`config.mk`:
```
export PLATFORM = sky130hd
export DESIGN_NAME = apb_uart_fifo_flat
export DESIGN_NICKNAME = d
export VERILOG_FILES = /design/src/rtl/apb_uart_fifo_if.sv /design/src/rtl/apb_uart_fifo.sv /design/src/flat_wrapper.sv
export SDC_FILE = /design/constraint.sdc
export NUM_CORES = 1
export LEC_CHECK = 0
export CAP_MARGIN = 5
export CORE_MARGIN = 2
export CORE_UTILIZATION = 50
export CTS_CLUSTER_SIZE = 24
export DETAILED_ROUTE_END_ITERATION = 10
export PLACE_DENSITY = 0.77
export REMOVE_ABC_BUFFERS = 1
export SLEW_MARGIN = 10
export SYNTH_ARGS = -nofsm -noshare
export SYNTH_HDL_FRONTEND = slang
export SYNTH_SLANG_ARGS = --single-unit
```
`constraint.sdc`:
```
create_clock -name PCLK_i -period 3.3 [get_ports PCLK_i]
set_input_delay 0.66 -clock PCLK_i [delete_from_list [all_inputs] [get_ports PCLK_i]]
set_output_delay 0.66 -clock PCLK_i [all_outputs]
set_load 0.1 [all_outputs]
```
`src/rtl/apb_uart_fifo_if.sv`:
```
// rtl/apb_uart_fifo_if.sv - APB register bus bundle for apb_uart_fifo
//
// Purpose: groups the APB request/response signals of the UART.
// Ports (signals):
//   PADDR_i[4:0]   byte address          (master -> slave)
//   PSEL_i         select                (master -> slave)
//   PENABLE_i      access phase          (master -> slave)
//   PWRITE_i       1 = write             (master -> slave)
//   PWDATA_i[31:0] write data            (master -> slave)
//   PRDATA_o[31:0] read data             (slave -> master)
//   PREADY_o       transfer complete     (slave -> master)
//   PSLVERR_o      transfer error        (slave -> master)
interface apb_uart_fifo_if;
    logic [4:0]  PADDR_i;
    logic        PSEL_i;
    logic        PENABLE_i;
    logic        PWRITE_i;
    logic [31:0] PWDATA_i;
    logic [31:0] PRDATA_o;
    logic        PREADY_o;
    logic        PSLVERR_o;

    modport master (
        output PADDR_i, PSEL_i, PENABLE_i, PWRITE_i, PWDATA_i,
        input  PRDATA_o, PREADY_o, PSLVERR_o
    );

    modport slave (
        input  PADDR_i, PSEL_i, PENABLE_i, PWRITE_i, PWDATA_i,
        output PRDATA_o, PREADY_o, PSLVERR_o
    );
endinterface

```
`src/rtl/apb_uart_fifo.sv`:
```
// rtl/apb_uart_fifo.sv - APB-controlled UART with TX/RX FIFOs
//
// Purpose: 16x-oversampled UART (5..8 data bits, optional even/odd parity,
// one stop bit) with a FIFO on each direction and an APB register interface.
// Ports (apb_uart_fifo):
//   PCLK_i      clock for all logic
//   PRESETn_i   asynchronous active-low reset
//   apb         APB slave bundle (apb_uart_fifo_if.slave)
//   rx_line_i   serial input, asynchronous to PCLK_i
//   tx_line_o   serial output, idles high
//   irq_o       registered level interrupt
// Ports (apb_uart_fifo_q): synchronous show-ahead FIFO, push/pop with
//   full/empty flags; data_o always presents the oldest entry.

module apb_uart_fifo_q #(
    parameter int WIDTH = 8,
    parameter int DEPTH = 16
) (
    input  logic             clk_i,
    input  logic             rst_ni,
    input  logic             push_i,
    input  logic [WIDTH-1:0] data_i,
    input  logic             pop_i,
    output logic [WIDTH-1:0] data_o,
    output logic             full_o,
    output logic             empty_o
);
    localparam int AW = $clog2(DEPTH);

    logic [WIDTH-1:0] mem_q [DEPTH];
    logic [AW:0]      wp_q, wp_d;
    logic [AW:0]      rp_q, rp_d;
    logic             push_ok;
    logic             pop_ok;

    // Extra pointer MSB distinguishes full from empty when the indices match.
    assign empty_o = (wp_q == rp_q);
    assign full_o  = (wp_q[AW] != rp_q[AW]) && (wp_q[AW-1:0] == rp_q[AW-1:0]);
    assign data_o  = mem_q[rp_q[AW-1:0]];

    // Both qualified against the flags as they stood before this cycle.
    assign push_ok = push_i & ~full_o;
    assign pop_ok  = pop_i & ~empty_o;

    always_comb begin
        wp_d = wp_q;
        rp_d = rp_q;
        if (push_ok) wp_d = wp_q + (AW+1)'(1);
        if (pop_ok)  rp_d = rp_q + (AW+1)'(1);
    end

    always_ff @(posedge clk_i or negedge rst_ni) begin
        if (!rst_ni) begin
            wp_q <= '0;
            rp_q <= '0;
        end else begin
            wp_q <= wp_d;
            rp_q <= rp_d;
        end
    end

    always_ff @(posedge clk_i) begin
        if (push_ok) mem_q[wp_q[AW-1:0]] <= data_i;
    end
endmodule

module apb_uart_fifo #(
    parameter int          DATA_WIDTH   = 8,
    parameter int          FIFO_DEPTH   = 16,
    parameter logic [15:0] BAUD_DIV_RST = 16'd26
) (
    input  logic              PCLK_i,
    input  logic              PRESETn_i,
    apb_uart_fifo_if.slave    apb,
    input  logic              rx_line_i,
    output logic              tx_line_o,
    output logic              irq_o
);
    localparam logic [2:0] R_CTRL   = 3'd0;
    localparam logic [2:0] R_BAUD   = 3'd1;
    localparam logic [2:0] R_TXDATA = 3'd2;
    localparam logic [2:0] R_RXDATA = 3'd3;
    localparam logic [2:0] R_STATUS = 3'd4;
    localparam logic [2:0] R_ERR    = 3'd5;
    localparam logic [2:0] R_IEN    = 3'd6;

    localparam logic [2:0] S_IDLE   = 3'd0;
    localparam logic [2:0] S_START  = 3'd1;
    localparam logic [2:0] S_DATA   = 3'd2;
    localparam logic [2:0] S_PARITY = 3'd3;
    localparam logic [2:0] S_STOP   = 3'd4;

    localparam logic [2:0] LAST_BIT = 3'(DATA_WIDTH-1);

    // ---------------- APB decode ----------------
    logic       access, wr_acc, aligned;
    logic [2:0] reg_idx;

    assign access  = apb.PSEL_i & apb.PENABLE_i;
    assign wr_acc  = access & apb.PWRITE_i;
    assign aligned = (apb.PADDR_i[1:0] == 2'b00);
    assign reg_idx = apb.PADDR_i[4:2];
    assign apb.PREADY_o = access;

    logic [3:0]  ctrl_q;
    logic [15:0] baud_q;
    logic [2:0]  ien_q;
    logic [2:0]  err_q, err_d, err_set;
    logic        irq_q, irq_d;

    logic                  tx_push, tx_pop, tx_full, tx_empty;
    logic                  rx_push, rx_pop, rx_full, rx_empty;
    logic [DATA_WIDTH-1:0] tx_rdata, rx_rdata, rx_shreg_q;
    logic                  tx_busy;
    logic [4:0]            status;
    logic [31:0]           prdata;
    logic                  slverr;

    assign status = {tx_busy, rx_full, rx_empty, tx_full, tx_empty};

    always_comb begin
        prdata  = '0;
        slverr  = 1'b0;
        tx_push = 1'b0;
        rx_pop  = 1'b0;
        if (access) begin
            if (!aligned) begin
                slverr = 1'b1;
            end else begin
                case (reg_idx)
                    R_CTRL:   if (!apb.PWRITE_i) prdata = 32'(ctrl_q);
                    R_BAUD:   if (!apb.PWRITE_i) prdata = 32'(baud_q);
                    R_TXDATA: begin
                        if (!apb.PWRITE_i) slverr = 1'b1;
                        else if (tx_full)  slverr = 1'b1;   // character dropped
                        else               tx_push = 1'b1;
                    end
                    R_RXDATA: begin
                        if (apb.PWRITE_i)  slverr = 1'b1;
                        else if (rx_empty) slverr = 1'b1;   // reads as zero
                        else begin
                            prdata = 32'(rx_rdata);
                            rx_pop = 1'b1;
                        end
                    end
                    R_STATUS: begin
                        if (apb.PWRITE_i) slverr = 1'b1;
                        else              prdata = 32'(status);
                    end
                    R_ERR:    if (!apb.PWRITE_i) prdata = 32'(err_q);
                    R_IEN:    if (!apb.PWRITE_i) prdata = 32'(ien_q);
                    default:  slverr = 1'b1;
                endcase
            end
        end
    end

    assign apb.PRDATA_o  = prdata;
    assign apb.PSLVERR_o = slverr;

    logic ctrl_wr, baud_wr, ien_wr, err_wr;
    assign ctrl_wr = wr_acc & aligned & (reg_idx == R_CTRL);
    assign baud_wr = wr_acc & aligned & (reg_idx == R_BAUD);
    assign ien_wr  = wr_acc & aligned & (reg_idx == R_IEN);
    assign err_wr  = wr_acc & aligned & (reg_idx == R_ERR);

    // Hardware set is OR-ed after the clear so it wins on the same bit.
    assign err_d = (err_q & ~(err_wr ? apb.PWDATA_i[2:0] : 3'b000)) | err_set;
    assign irq_d = (ien_q[2] & (|err_q)) | (ien_q[1] & ~rx_empty) | (ien_q[0] & tx_empty);
    assign irq_o = irq_q;

    always_ff @(posedge PCLK_i or negedge PRESETn_i) begin
        if (!PRESETn_i) begin
            ctrl_q <= '0;
            baud_q <= BAUD_DIV_RST;
            ien_q  <= '0;
            err_q  <= '0;
            irq_q  <= 1'b0;
        end else begin
            if (ctrl_wr) ctrl_q <= apb.PWDATA_i[3:0];
            if (baud_wr) baud_q <= apb.PWDATA_i[15:0];
            if (ien_wr)  ien_q  <= apb.PWDATA_i[2:0];
            err_q <= err_d;
            irq_q <= irq_d;
        end
    end

    logic unused_pwdata;
    assign unused_pwdata = ^apb.PWDATA_i[31:16];

    // ---------------- FIFOs ----------------
    apb_uart_fifo_q #(.WIDTH(DATA_WIDTH), .DEPTH(FIFO_DEPTH)) u_tx_fifo (
        .clk_i   (PCLK_i),
        .rst_ni  (PRESETn_i),
        .push_i  (tx_push),
        .data_i  (apb.PWDATA_i[DATA_WIDTH-1:0]),
        .pop_i   (tx_pop),
        .data_o  (tx_rdata),
        .full_o  (tx_full),
        .empty_o (tx_empty)
    );

    apb_uart_fifo_q #(.WIDTH(DATA_WIDTH), .DEPTH(FIFO_DEPTH)) u_rx_fifo (
        .clk_i   (PCLK_i),
        .rst_ni  (PRESETn_i),
        .push_i  (rx_push),
        .data_i  (rx_shreg_q),
        .pop_i   (rx_pop),
        .data_o  (rx_rdata),
        .full_o  (rx_full),
        .empty_o (rx_empty)
    );

    // ---------------- Baud / oversample tick ----------------
    logic [15:0] baud_cnt_q;
    logic        os_tick;

    assign os_tick = (baud_cnt_q == baud_q);

    always_ff @(posedge PCLK_i or negedge PRESETn_i) begin
        if (!PRESETn_i)             baud_cnt_q <= '0;
        else if (baud_wr || os_tick) baud_cnt_q <= '0;
        else                        baud_cnt_q <= baud_cnt_q + 16'd1;
    end

    // ---------------- Transmitter ----------------
    logic [2:0]            tx_state_q, tx_state_d;
    logic [3:0]            tx_tick_q, tx_tick_d;
    logic [2:0]            tx_bit_q, tx_bit_d;
    logic [DATA_WIDTH-1:0] tx_shreg_q, tx_shreg_d;
    logic                  tx_par_en_q, tx_par_en_d;
    logic                  tx_pbit_q, tx_pbit_d;

    always_comb begin
        tx_state_d  = tx_state_q;
        tx_tick_d   = tx_tick_q;
        tx_bit_d    = tx_bit_q;
        tx_shreg_d  = tx_shreg_q;
        tx_par_en_d = tx_par_en_q;
        tx_pbit_d   = tx_pbit_q;
        tx_pop      = 1'b0;
        if (tx_state_q == S_IDLE) begin
            if (ctrl_q[0] && !tx_empty) begin
                tx_pop      = 1'b1;
                tx_shreg_d  = tx_rdata;
                // Parity mode frozen for the whole frame; ctrl[3] set means odd.
                tx_par_en_d = ^ctrl_q[3:2];
                tx_pbit_d   = (^tx_rdata) ^ ctrl_q[3];
                tx_tick_d   = '0;
                tx_bit_d    = '0;
                tx_state_d  = S_START;
            end
        end else if (os_tick) begin
            tx_tick_d = tx_tick_q + 4'd1;
            if (tx_tick_q == 4'd15) begin
                case (tx_state_q)
                    S_START:  tx_state_d = S_DATA;
                    S_DATA: begin
                        tx_shreg_d = tx_shreg_q >> 1;
                        if (tx_bit_q == LAST_BIT)
                            tx_state_d = tx_par_en_q ? S_PARITY : S_STOP;
                        else
                            tx_bit_d = tx_bit_q + 3'd1;
                    end
                    S_PARITY: tx_state_d = S_STOP;
                    default:  tx_state_d = S_IDLE;
                endcase
            end
        end
    end

    always_ff @(posedge PCLK_i or negedge PRESETn_i) begin
        if (!PRESETn_i) begin
            tx_state_q  <= S_IDLE;
            tx_tick_q   <= '0;
            tx_bit_q    <= '0;
            tx_shreg_q  <= '0;
            tx_par_en_q <= 1'b0;
            tx_pbit_q   <= 1'b0;
        end else begin
            tx_state_q  <= tx_state_d;
            tx_tick_q   <= tx_tick_d;
            tx_bit_q    <= tx_bit_d;
            tx_shreg_q  <= tx_shreg_d;
            tx_par_en_q <= tx_par_en_d;
            tx_pbit_q   <= tx_pbit_d;
        end
    end

    assign tx_busy = (tx_state_q != S_IDLE);

    // Decoded from registers only, so the line follows reset immediately.
    always_comb begin
        case (tx_state_q)
            S_START:  tx_line_o = 1'b0;
            S_DATA:   tx_line_o = tx_shreg_q[0];
            S_PARITY: tx_line_o = tx_pbit_q;
            default:  tx_line_o = 1'b1;
        endcase
    end

    // ---------------- Receiver ----------------
    logic sync1_q, sync2_q, rx_prev_q;
    logic rx_fall;

    always_ff @(posedge PCLK_i or negedge PRESETn_i) begin
        if (!PRESETn_i) begin
            sync1_q   <= 1'b1;
            sync2_q   <= 1'b1;
            rx_prev_q <= 1'b1;
        end else begin
            sync1_q   <= rx_line_i;
            sync2_q   <= sync1_q;
            rx_prev_q <= sync2_q;
        end
    end

    assign rx_fall = rx_prev_q & ~sync2_q;

    logic [2:0]            rx_state_q, rx_state_d;
    logic [3:0]            rx_tick_q, rx_tick_d;
    logic [2:0]            rx_bit_q, rx_bit_d;
    logic [DATA_WIDTH-1:0] rx_shreg_d;
    logic                  rx_par_en_q, rx_par_en_d;
    logic                  rx_odd_q, rx_odd_d;
    logic                  rx_pbit_q, rx_pbit_d;
    logic                  rx_mid, rx_end;

    // Tick index 7 is the 8th oversample tick: centre of the bit.
    assign rx_mid = os_tick && (rx_tick_q == 4'd7);
    assign rx_end = os_tick && (rx_tick_q == 4'd15);

    always_comb begin
        rx_state_d  = rx_state_q;
        rx_tick_d   = rx_tick_q;
        rx_bit_d    = rx_bit_q;
        rx_shreg_d  = rx_shreg_q;
        rx_par_en_d = rx_par_en_q;
        rx_odd_d    = rx_odd_q;
        rx_pbit_d   = rx_pbit_q;
        rx_push     = 1'b0;
        err_set     = 3'b000;
        if (rx_state_q == S_IDLE) begin
            if (ctrl_q[1] && rx_fall) begin
                rx_tick_d   = '0;
                rx_bit_d    = '0;
                rx_par_en_d = ^ctrl_q[3:2];
                rx_odd_d    = ctrl_q[3];
                rx_state_d  = S_START;
            end
        end else begin
            if (os_tick) rx_tick_d = rx_tick_q + 4'd1;
            case (rx_state_q)
                S_START: begin
                    if (rx_mid && sync2_q) rx_state_d = S_IDLE;   // glitch
                    else if (rx_end)       rx_state_d = S_DATA;
                end
                S_DATA: begin
                    if (rx_mid) rx_shreg_d = {sync2_q, rx_shreg_q[DATA_WIDTH-1:1]};
                    if (rx_end) begin
                        if (rx_bit_q == LAST_BIT)
                            rx_state_d = rx_par_en_q ? S_PARITY : S_STOP;
                        else
                            rx_bit_d = rx_bit_q + 3'd1;
                    end
                end
                S_PARITY: begin
                    if (rx_mid) rx_pbit_d = sync2_q;
                    if (rx_end) rx_state_d = S_STOP;
                end
                default: begin
                    // Finish at mid-stop so a back-to-back start edge is not missed.
                    if (rx_mid) begin
                        rx_push    = 1'b1;
                        err_set[2] = ~sync2_q;
                        err_set[1] = rx_par_en_q & (rx_pbit_q ^ (^rx_shreg_q) ^ rx_odd_q);
                        err_set[0] = rx_full;
                        rx_state_d = S_IDLE;
                    end
                end
            endcase
        end
    end

    always_ff @(posedge PCLK_i or negedge PRESETn_i) begin
        if (!PRESETn_i) begin
            rx_state_q  <= S_IDLE;
            rx_tick_q   <= '0;
            rx_bit_q    <= '0;
            rx_shreg_q  <= '0;
            rx_par_en_q <= 1'b0;
            rx_odd_q    <= 1'b0;
            rx_pbit_q   <= 1'b0;
        end else begin
            rx_state_q  <= rx_state_d;
            rx_tick_q   <= rx_tick_d;
            rx_bit_q    <= rx_bit_d;
            rx_shreg_q  <= rx_shreg_d;
            rx_par_en_q <= rx_par_en_d;
            rx_odd_q    <= rx_odd_d;
            rx_pbit_q   <= rx_pbit_d;
        end
    end
endmodule

```
`src/flat_wrapper.sv`:
```
// flat-port wrapper written by rule: the top's interface ports become plain ports
module apb_uart_fifo_flat 
#(
    parameter int          DATA_WIDTH   = 8,
    parameter int          FIFO_DEPTH   = 16,
    parameter logic [15:0] BAUD_DIV_RST = 16'd26
)
  (PCLK_i, PRESETn_i, rx_line_i, tx_line_o, irq_o, apb_PADDR_i, apb_PSEL_i, apb_PENABLE_i, apb_PWRITE_i, apb_PWDATA_i, apb_PRDATA_o, apb_PREADY_o, apb_PSLVERR_o);
  apb_uart_fifo_if apb_i ();
  input  logic PCLK_i;
  input  logic PRESETn_i;
  input  logic rx_line_i;
  output logic tx_line_o;
  output logic irq_o;
  input wire logic [$bits(apb_i.PADDR_i)-1:0] apb_PADDR_i;
  input wire logic [$bits(apb_i.PSEL_i)-1:0] apb_PSEL_i;
  input wire logic [$bits(apb_i.PENABLE_i)-1:0] apb_PENABLE_i;
  input wire logic [$bits(apb_i.PWRITE_i)-1:0] apb_PWRITE_i;
  input wire logic [$bits(apb_i.PWDATA_i)-1:0] apb_PWDATA_i;
  output wire logic [$bits(apb_i.PRDATA_o)-1:0] apb_PRDATA_o;
  output wire logic [$bits(apb_i.PREADY_o)-1:0] apb_PREADY_o;
  output wire logic [$bits(apb_i.PSLVERR_o)-1:0] apb_PSLVERR_o;
  assign apb_i.PADDR_i = apb_PADDR_i;
  assign apb_i.PSEL_i = apb_PSEL_i;
  assign apb_i.PENABLE_i = apb_PENABLE_i;
  assign apb_i.PWRITE_i = apb_PWRITE_i;
  assign apb_i.PWDATA_i = apb_PWDATA_i;
  assign apb_PRDATA_o = apb_i.PRDATA_o;
  assign apb_PREADY_o = apb_i.PREADY_o;
  assign apb_PSLVERR_o = apb_i.PSLVERR_o;
  apb_uart_fifo #(.DATA_WIDTH(DATA_WIDTH), .FIFO_DEPTH(FIFO_DEPTH), .BAUD_DIV_RST(BAUD_DIV_RST)) u_core (.PCLK_i(PCLK_i), .PRESETn_i(PRESETn_i), .apb(apb_i), .rx_line_i(rx_line_i), .tx_line_o(tx_line_o), .irq_o(irq_o));
endmodule
```
==> impl_results.md <==
- Outcome: finished with violations
- Failing checks: setup timing
- Mapped Area: 15800 sq um
- Most frequent cell after synthesis: edfxtp_1
- Mean Syn Cell Area: 15.7 sq um
- Compound-Gate Fraction of Synth Area: 0.0333
- Max Cap Viol: 0
- Cts bufs inserted: 37
- FFs w/ async S/R, synth: 0.295
- Main area contributors after synthesis: edfxtp_1 49%, dfrtp_1 16%, mux4_2 8.6%
- H-tree levels: 2
- Vias/cell: 5.75
- Gpl congestion: about 0.85
- CP arrival: 2960 ps
- Total wire length: 32700 microns
- Root Driver: clkbuf_16
- Gr usage total: 0.201
- # nets final: approximately 1200
- Final hold viol count: 0
- Die area: 33000 sq um
- Num rows: 65
- Worst slew pin tran: 979 ps
- Synth Instances: 1006
- Wire per inst: between 20 and 25 microns
- Vias: 8900
- Dpl hpwl: between 20000 and 25000 microns
- Adder-cell share of the synthesized area: 0.0135
- Buffers added on ports: 46
- # diodes: 0
- Post-Synth XOR/XNOR Area: 0.0420
- Seq/Total Area, Yosys: 0.658
- Critical path class: reg -> out
- Period utilisation layout: 1.10
- First-pass GRT wire length: 51100 microns
- VDD IR-drop max: 0.000582 V
- Slew Limit Fails: 0
- Layout cells sized above 1: 0.249
- Critical-path maximum fanout: 6
- Yosys top cell area share: 0.488
- Antenna-violating nets left: 0
- Design Area, Final: between 15000 and 20000 sq um
- Max-Slew Margin vs Limit: 0.342
- Final min period: 3620 ps
- Post-Synth Simple-Gate Area: 0.0790
- I/O pin count: 79
- Synth warnings: 0
- R2R depth: 8
- Worst-path clk slew: 60 ps
- RSZ-0062 raised after global routing: yes
- Largest family of logic cells by synthesized area: multiplexers
- Placed cell area: 17200 sq um
- Layout Skew: 26.8 ps
- Core Region: between 30000 and 40000 sq um
- Area Growth Syn to Fin: 17.5%
- Die width: between 150 and 200 microns
- # DRC: 0
- Initial antenna violation count: 0
- Die outline height: 182 microns
- FF-to-FF setup slack: 460 ps
- Largest net degree at the start of global routing: 56
- DRT iter0 DRCs: 824
- Vias in the first global route: between 9000 and 10000
- Final Setup Violations: 9
- Clock buffer depth: 3
- Max Freq: 276 MHz
- Yosys cell types: 56
- HP Class: in -> async
- Worst EP required: 2640 ps
- Critical Path Sink Type: output pin
- Leakage power: 6.45 nW
- Power Density: between 600 and 700 nW/um^2
- Hold_buf cts: 0
- Initial Utilization: 0.503
- Startpoint class of the critical path: flop
- CTS sink cnt: ~360
- RR Endpoint: u_core.u_rx_fifo.mem_q[3][3]
- Worst-Skew Late Latency: approximately 530 ps
- Post-synthesis mux area share: 0.146
- DRT Pass-1 Iters: 5
- TritonCTS clock tree: yes
- EDFF count, synth: 256
- Main synth FF type: edfxtp_1
- Gr ovfl total: 0
- RR Startpoint: u_core.baud_q[5]
- Setup WS post-layout: -324 ps
- Layout Utilization: 0.591
- Synth area leader: edfxtp_1
- Post-synthesis register bit count: 363
- Total power: about 11 mW
- Most frequent cells after synthesis: 256 x edfxtp_1, 101 x dfrtp_1, 72 x nor2_1
==> flip-flops by register name, indices dropped and copies added, names as in the netlist, 5 cells and up <==
register,count
u_core.baud_cnt_q,16
u_core.baud_q,16
u_core.rx_shreg_q,8
u_core.tx_shreg_q,8
u_core.u_rx_fifo.mem_q,128
u_core.u_rx_fifo.rp_q,5
u_core.u_rx_fifo.wp_q,5
u_core.u_tx_fifo.mem_q,128
u_core.u_tx_fifo.rp_q,5
u_core.u_tx_fifo.wp_q,5
==> worst max-delay path, stage by stage (launching register included) <==
cell	delay (ps)
dfrtp_2	450
buf_12	160
buf_4	120
mux4_2	500
mux4_2	510
nor2b_1	160
a221oi_2	190
nor3_1	110
buf_12	230
==> per-layer routing <==
| layer | GRT usage | part of all wire | up-vias |
|---|---|---|---|
| met3 | 0.0377 | 0.054 | 77 |
| met2 | 0.335 | 0.50 | 275 |
| met4 | 0.0673 | 0.030 | 0 |
| met1 | 0.268 | 0.41 | 4556 |
| li1 | - | - | 3992 |
| met5 | 0 | 0 | - |
==> timing repair <==
item                       CTS  global route
setup endpoints to repair    9             9
gates resized for setup     17             7
setup buffers                4             5
pin swaps                    5             6
gates cloned                 1             0
==> cell usage in the layout (no fill, tap or decap), types with 6 or more instances in the layout <==
master / count
buf_12: 27
mux4_1: 13
xor2_1: 18
a22oi_1: 6
o21ai_0: 30
nor2b_1: 8
nand4_1: 15
clkinv_2: 11
conb_1: 16
inv_1: 20
dfrtp_1: 100
nand3_1: 34
clkdlybuf4s50_1: 25
ha_1: 17
nand2_1: 61
mux4_2: 60
nor3_1: 17
mux2_2: 41
and3_1: 12
a21oi_1: 12
nand2b_1: 7
clkbuf_1: 7
mux2i_1: 15
clkbuf_16: 37
edfxtp_1: 256
xnor2_1: 55
nor2_1: 69
buf_4: 66
dfstp_2: 6
==> logic make-up (layout without fill, tap and decap cells) <==
logic type	count (synthesis)	count (layout)
adder cells (fa/ha/maj)	17	17
multiplexers	129	129
flip-flops	363	363
AND/OR/NAND/NOR	254	254
other	1	16
XOR/XNOR	74	74
buffers and inverters	85	210
AO/OA/AOI/OAI	83	83
==> how the worst max path moves through the flow <==
stage / from / to / slack, ps / cells after the start
floorplan: apb_PSEL_i / apb_PRDATA_o[0] / -1880 / 4
global placement: apb_PADDR_i[2] / apb_PSLVERR_o / 150 / 9
detailed placement: apb_PADDR_i[2] / apb_PSLVERR_o / 130 / 9
CTS: u_core.u_rx_fifo.rp_q[0] / apb_PRDATA_o[1] / -340 / 8
global route: u_core.u_rx_fifo.rp_q[0] / apb_PRDATA_o[0] / -420 / 8
finish: u_core.u_rx_fifo.rp_q[0] / apb_PRDATA_o[0] / -320 / 8
==> report_power, final <==
part / leakage, nW / switching [mW] / internal (mW) / total, mW
Combinational: 2.44 / 1.14 / 0.992 / 2.13
Sequential: 3.45 / 0.228 / 5.04 / 5.27
Clock: 0.566 / 1.71 / 2.24 / 3.95
==> layout make-up <==
type / count / area [sq um]
Sequential cell: 363 / 10400
Clock buffer: 44 / 952
Multi-Input combinational cell: 573 / 5080
Timing Repair Buffer: 122 / 1350
Clock inverter: 23 / 185
Fill cell: 2231 / 12800
Tap cell: 402 / 503
Inverter: 21 / 78.8
==> metrics by stage <==
stage | std cells | worst slack, ps | hold slack, ps | setup TNS (ps)
after floorplan | 957 | -1880 | 345 | -53570
after global placement | 1473 | 146 | 347 | 0
after detailed placement | 1473 | 126 | 350 | 0
after CTS | 1544 | -337 | 213 | -2300
after global routing | 1548 | -418 | 227 | -2930
final | 1548 | -324 | 190 | -2240
No activity file was read; power rests on OpenSTA's default activity.
